File: config.mk
export PLATFORM = sky130hd
export DESIGN_NAME = lix_skid_reg
export DESIGN_NICKNAME = d
export VERILOG_FILES = /design/src/rtl/lix_pkg.sv /design/src/rtl/lix_dreg.sv /design/src/rtl/lix_skid_reg.sv
export SDC_FILE = /design/constraint.sdc
export NUM_CORES = 1
export LEC_CHECK = 0
export ABC_AREA = 1
export CAP_MARGIN = 20
export CORE_ASPECT_RATIO = 0.75
export CORE_MARGIN = 1
export CORE_UTILIZATION = 45
export CTS_CLUSTER_DIAMETER = 100
export DETAILED_ROUTE_END_ITERATION = 8
export HOLD_SLACK_MARGIN = 0.03
export PLACE_DENSITY = 0.73
export SLEW_MARGIN = 5
export SYNTH_ARGS = -nofsm -noshare
export SYNTH_HDL_FRONTEND = slang
export SYNTH_SLANG_ARGS = --single-unit
File: constraint.sdc
create_clock -name clk_i -period 3.25 [get_ports clk_i]
set_clock_uncertainty 0.2 [all_clocks]
set_input_delay 0.65 -clock clk_i [delete_from_list [all_inputs] [get_ports clk_i]]
set_output_delay 0.65 -clock clk_i [all_outputs]
set_load 0.05 [all_outputs]
File: src/rtl/lix_pkg.sv
// Shared definitions for the lix output-stage datapath.
// The state encoding doubles as the occupancy count.
package lix_pkg;

  localparam int LIX_W_DEFAULT = 32;

  typedef enum logic [1:0] {
    EMPTY = 2'd0,
    ONE   = 2'd1,
    FULL  = 2'd2
  } lix_state_e;

endpackage

File: src/rtl/lix_dreg.sv
// W-bit data register with load enable and asynchronous active-high clear.
module lix_dreg
  import lix_pkg::*;
#(
  parameter int W = LIX_W_DEFAULT
) (
  input  logic         clk,
  input  logic         rst,
  input  logic         ld,
  input  logic [W-1:0] d,
  output logic [W-1:0] q
);

  always_ff @(posedge clk or posedge rst) begin
    if (rst) begin
      q <= '0;
    end else if (ld) begin
      q <= d;
    end
  end

endmodule

File: src/rtl/lix_skid_reg.sv
// Two-entry skid output stage: accepts words from an upstream register stage
// and presents them downstream on a valid/ready handshake with a registered ready.
module lix_skid_reg
  import lix_pkg::*;
#(
  parameter int W            = LIX_W_DEFAULT,
  parameter bit ZERO_INVALID = 1'b0
) (
  input  logic         clk_i,
  input  logic         rst_i,
  input  logic         i_vld,
  output logic         o_rdy,
  input  logic [W-1:0] i_x,
  output logic         o_vld,
  input  logic         i_rdy,
  output logic [W-1:0] o_z,
  output logic [1:0]   o_cnt
);

  lix_state_e   state;
  lix_state_e   state_nxt;
  logic         push;
  logic         pop;
  logic         main_ld;
  logic         main_from_skid;
  logic         skid_ld;
  logic [W-1:0] main_d;
  logic [W-1:0] main_q;
  logic [W-1:0] skid_q;

  always_ff @(posedge clk_i or posedge rst_i) begin
    if (rst_i) begin
      state <= EMPTY;
    end else begin
      state <= state_nxt;
    end
  end

  // Ready depends only on registered state, so i_rdy never reaches o_rdy.
  assign o_rdy = (state != FULL) && !rst_i;
  assign o_vld = (state != EMPTY);
  assign o_cnt = state;
  assign push  = i_vld && o_rdy;
  assign pop   = o_vld && i_rdy;

  always_comb begin
    state_nxt      = state;
    main_ld        = 1'b0;
    main_from_skid = 1'b0;
    skid_ld        = 1'b0;
    case (state)
      EMPTY: begin
        if (push) begin
          main_ld   = 1'b1;
          state_nxt = ONE;
        end
      end
      ONE: begin
        if (push && pop) begin
          main_ld = 1'b1;
        end else if (push) begin
          skid_ld   = 1'b1;
          state_nxt = FULL;
        end else if (pop) begin
          state_nxt = EMPTY;
        end
      end
      FULL: begin
        if (pop) begin
          main_ld        = 1'b1;
          main_from_skid = 1'b1;
          state_nxt      = ONE;
        end
      end
      default: state_nxt = EMPTY;
    endcase
  end

  assign main_d = main_from_skid ? skid_q : i_x;

  lix_dreg #(.W(W)) u_main (
    .clk (clk_i),
    .rst (rst_i),
    .ld  (main_ld),
    .d   (main_d),
    .q   (main_q)
  );

  lix_dreg #(.W(W)) u_skid (
    .clk (clk_i),
    .rst (rst_i),
    .ld  (skid_ld),
    .d   (i_x),
    .q   (skid_q)
  );

  generate
    if (ZERO_INVALID) begin : g_zero
      assign o_z = main_q & {W{o_vld}};
    end else begin : g_hold
      assign o_z = main_q;
    end
  endgenerate

endmodule

==> flow_summary.toml, run 1 <==
[worst_setup_path]
worstPathRequired_ps = 2400
critPathMaxFanout = 2
critPathMaxStageDelay_ps = 830
critical_path_cell_count = 3
cp_common_cell = "clkdlybuf4s50_1"
rrSetupSlack_ps = 510
crit_buf_inv = 2
arrival_ps = 2060
reg2reg_depth = 7
critPathSlowestCell = "clkdlybuf4s50_1"
setup.worst_path.start_class = "input pin"
startpoint = "rst_i"
reg2reg_to = "o_cnt[0]"
cpLargestDelayFamily = "buffers and inverters"
cp-endpoint = "o_rdy"
endpoint_kind = "output pin"
worstSetupPathType = "in2out"
worstPathCellList = "clkdlybuf4s50_1 -> a21oi_1 -> clkdlybuf4s50_1"
timing.rr.start = "o_cnt[0]"

[worst_hold_path]
holdPathStages = 2
hp-class = "reg2reg"

[global_route]
grt_max_degree = 67
antenna_found_initial = 0
grt_pass1_wl_um = 13800
grt_usage_pct = 24.6
grt_remaining_overflow = 0
grt_pass1_vias = 2889

[drt]
dr.first_iter.drc_count = 227
drc = 0
drt-wirelength-per-cell_um = 15.0
routed_wl_um = 8300
drt_pass1_iterations = 7
viasPerCell = 5.50
postRouteAntennaNets = 0
vias = 3052

[sta]
fmax_ghz = 0.344
tns_ps = 0
final_max_slew_viol_count = 0
final_hold_viol_count = 0
worst_pin_slew_ps = 841
fin_crit_ps = 2910
setup_viol = 0
relSlewSlack_pct = 43.9
min_period_over_period_pct = 89.5
rsz0062_at_grt = "no"

[cts]
clkTransAtPathRegs_ps = 70
cts_hold_buf = 0
clock_path_buffers = 2
cts.repair.resized = 0
cts_setup_buffers = 0
cts-buffers-inserted = 9
cts.sinks = 66
cts_tree = "built"
clock_latency_ps = 350
h-tree-depth = 3
clock-root-buffer = "clkbuf_8"

[floorplanning]
ios = 72
start_util_pct = 46.4
fp.coreArea_um2 = 6800
die_h_um = 74.5
fp.dieW_um = 98.7
dieArea_um2 = 7350
rows = 26

[finish]
post-route-util_pct = 60.7
syn_to_final_growth_pct = 30.9
design.final.nets = 502
fillers = 618
drive_gt1_share_pct = 7.86
antennaDiodeCount = 0

[yosys]
yosysUniqueCellTypes = 18
synthTopCellsByCount = "nand2_1, dfrtp_1, nand3_1, o21ai_0, nand4_1"
ys_seq_elements = 66
yosysMostFrequentCell = "nand2_1"
yosys_warnings = 0
synthFlopType = "dfrtp_1"
avgSynthCellArea_um2 = 7.79
yosysSeqAreaShare_pct = 52.4
synth_area_leaders = "dfrtp_1, nand2_1, nand4_1"
yosys.area.top_type_share_pct = 52.4
synth_enable_flop_cells = 0
synth_fp_nets = 441
synthArstFlopShare_pct = 100
syn_area_um2 = 3150
synth_top_area_cell = "dfrtp_1"
postSynthCellCount = 405

[power]
p_leak_nw = 2.07
p_switching_mw = 1.22
switching_share_pct = 39.2
p_clk_share_pct = 24.9
power.internal_mw = 1.89
p_comb_share_pct = 35.8
seqPwrFrac_pct = 39.3
p_per_area_nw_per_um2 = 752
irDropWorstVdd_uv = 309

[run_status]
status = "complete, no violations"

[job]
cap_violations = 0

[placed_design]
gp_congestion = 0.782
port_buffers = 71
hpwlAfterDp_um = 4960
[cells by family after synthesis]
| logic type | share of synthesized area [%] |
|---|---|
| compound gates | 5.60 |
| simple gates | 36.8 |
| flops | 52.4 |
| buf+inv | 5.24 |
[sequential cells by signal, summed over array words and instances (netlist names)]
signal / flops
o_cnt: 2
u_main.q: 32
u_skid.q: 32
[metrics by stage]
stage	cell area, µm²	power [mW]	worst slack, ps	hold WS, ps	instances
global placement	3910	2.31	382	253	539
finish	4130	3.10	340	274	555
CTS	4130	3.12	329	278	555
detailed placement	3910	2.35	319	260	539
floorplan	3150	1.95	84.2	265	405
global route	4130	3.26	276	299	555
[cell usage in the layout (no fill, tap or decap), drive strengths merged]
cell type	netlist	final
o21ai	33	33
buf	23	13
a21oi	1	1
dfrtp	66	66
clkbuf	9	11
nand4	32	32
nand2	200	200
clkinvlp	0	1
clkinv	0	2
nand3	35	35
bufinv	0	2
nor2	1	1
clkdlybuf4s50	0	69
inv	4	4
o22ai	1	1
[worst register-to-register path, stage by stage (launching register included)]
cell	delay, ps
dfrtp_1	440
inv_2	80
buf_4	350
nand2_1	190
nand3_4	230
nand2_4	290
nand2_2	590
o21ai_0	210
[power by group through the flow]
stage	Sequential, mW	Clock (mW)	Combinational [mW]
after floorplan	1.60	0	0.348
after global placement	1.21	0	1.09
after detailed placement	1.23	0	1.12
after CTS	1.22	0.785	1.12
after global routing	1.25	0.819	1.20
final	1.22	0.773	1.11
[routing by layer]
layer	global-route usage, %	routed length (µm)	vias to the layer above
li1	-	-	1451
met1	32.9	3790	1446
met2	40.2	3820	144
met3	5.64	611	11
met4	8.29	76	0
met5	0	0	-
[how the worst min path moves through the flow]
stage / slack (ps) / start / end
3_3_place_gp: 250 / u_main.q[30] / u_main.q[30]
3_5_place_dp: 260 / u_main.q[31] / u_main.q[31]
4_1_cts: 280 / u_main.q[31] / u_main.q[31]
5_1_grt: 300 / u_main.q[15] / u_main.q[15]
6_report: 270 / u_main.q[18] / u_main.q[18]
2_1_floorplan: 260 / u_skid.q[4] / u_skid.q[4]
[cell type report]
class	instances	area [µm²]	share of cell area [%]
flip-flops and latches	66	1650	40.0
repair buffers	82	801	19.4
well taps	84	105	2.55
multi-input cells	303	1340	32.4
clock buffers	11	141	3.43
clock inverters	5	77.6	1.88
inverters	4	15.0	0.364
(Power assumes the default switching activity.)
==> run 2: changes to the inputs <==
--- a/config.mk
+++ b/config.mk
@@ -12,6 +12,7 @@
 export CORE_UTILIZATION = 45
 export CTS_CLUSTER_DIAMETER = 100
 export DETAILED_ROUTE_END_ITERATION = 8
+export GPL_TIMING_DRIVEN = 0
 export HOLD_SLACK_MARGIN = 0.03
 export PLACE_DENSITY = 0.73
 export SLEW_MARGIN = 5
==> run 2 against run 1 <==
  * Global-route usage shrank 0.16 points
  * Worst setup slack lost 110 ps
  * Die area unchanged
==> flow_summary.toml, run 2 (synthesized netlist as in run 1, its figures left out) <==
[run_status]
status = "complete, no violations"

[floorplanning]
fp.dieW_um = 98.7
rows = 26
ios = 72
die_h_um = 74.5
start_util_pct = 46.4
dieArea_um2 = 7350
fp.coreArea_um2 = 6800

[sta]
relSlewSlack_pct = 44.8
rsz0062_at_grt = "no"
final_hold_viol_count = 0
tns_ps = 0
final_max_slew_viol_count = 0
min_period_over_period_pct = 93.0
setup_viol = 0
setup_ws_ps = 229
worst_pin_slew_ps = 828
fmax_ghz = 0.331
fin_crit_ps = 3020

[power]
p_per_area_nw_per_um2 = 718
irDropWorstVdd_uv = 441
p_leak_nw = 2.08

[worst_hold_path]
holdPathStages = 2
hp-class = "reg2reg"
hold_path_end = "u_main.q[24]"
min_from = "u_main.q[24]"

[drt]
drt-wirelength-per-cell_um = 14.3
postRouteAntennaNets = 0
routed_wl_um = 8200
viasPerCell = 5.31
dr.first_iter.drc_count = 177
drt_pass1_iterations = 5
vias = 3053
drc = 0

[finish]
design.final.nets = 522
final_cell_count_no_fill = 575
drive_gt1_share_pct = 8.15
final_common_cell = "nand2_1"
mostFrequentLayoutCells = "nand2_1, clkdlybuf4s50_1, dfrtp_1, o21ai_0, nand3_1"
antennaDiodeCount = 0
regArea_um2 = 1650
multi_input_area_um2 = 1340
syn_to_final_growth_pct = 31.5
fillers = 636
final_area_um2 = 4150

[placed_design]
port_buffers = 70
post_dp_cell_area_um2 = 3960
placed_cells = 559
place_ws_ps = 205
gp_congestion = 0.824
hpwlAfterDp_um = 5600

[cts]
cts.repair.resized = 0
clock_path_buffers = 2
cts_hold_buf = 0
cts.sinks = 66
cts_tree = "built"
clkTransAtPathRegs_ps = 70
clock-root-buffer = "clkbuf_8"
clock_latency_ps = 340
cts-buffers-inserted = 9
h-tree-depth = 3
cts_setup_buffers = 0

[global_route]
grt_usage_pct = 24.4
grt_pass1_wl_um = 13700
grt_max_degree = 68
grt_remaining_overflow = 0
grt_pass1_vias = 2972
antenna_found_initial = 0

[worst_setup_path]
rrSetupSlack_ps = 1380
worstPathRequired_ps = 2400
reg2reg_to = "u_main.q[17]"
worstSetupPathType = "reg2out"
setup.worst_path.start_class = "flop"
critPathMaxFanout = 10
endpoint_kind = "output pin"
reg2reg_depth = 8
arrival_ps = 2170
timing.rr.start = "o_cnt[1]"

[job]
cap_violations = 0
## run 2: per-layer routing
| metal | routed length, µm | vias to the layer above | track usage (%) | part of all wire, % |
|---|---|---|---|---|
| li1 | - | 1493 | - | - |
| met1 | 3890 | 1421 | 33.2 | 47 |
| met2 | 3650 | 129 | 38.2 | 44 |
| met3 | 587 | 10 | 6.86 | 7.2 |
| met4 | 74 | 0 | 8.46 | 0.90 |
| met5 | 0 | - | 0 | 0 |
## run 2: cell type report
cell class / count / share of cell area, %
clock buffers: 15 / 4.26
multi-input cells: 303 / 32.2
repair buffers: 70 / 16.9
flip-flops and latches: 66 / 39.8
inverters: 4 / 0.423
well taps: 84 / 2.54
plain buffers: 32 / 3.62
clock inverters: 1 / 0.181
## run 2: where the power goes
part / total [mW] / internal, mW / switching [mW]
logic: 1.12 / 0.363 / 0.760
registers: 1.22 / 1.08 / 0.135
clock network: 0.636 / 0.341 / 0.295
## run 2: worst max-delay path, stage by stage (launching register included)
cell             delay, ps
dfrtp_1                430
inv_2                  180
clkbuf_1               380
a21oi_1                120
clkdlybuf4s50_1        720
## run 2: through the flow
step / hold WS [ps] / total power, mW / util (%)
final: 272 / 2.97 / 61.0
after global routing: 295 / 3.15 / 61.0
after CTS: 277 / 2.99 / 61.0
after detailed placement: 260 / 2.35 / 58.3
after global placement: 254 / 2.32 / 58.2
after floorplan: 265 / 1.95 / -
## run 2: worst max path at each step
| stage | startpoint | end | depth (start not counted) |
|---|---|---|---|
| floorplan | rst_i | u_main.q[10] | 7 |
| finish | o_cnt[0] | o_rdy | 4 |
| detailed placement | rst_i | u_main.q[13] | 8 |
| global route | o_cnt[0] | o_rdy | 4 |
| CTS | o_cnt[0] | o_rdy | 4 |
| global placement | rst_i | u_main.q[13] | 8 |
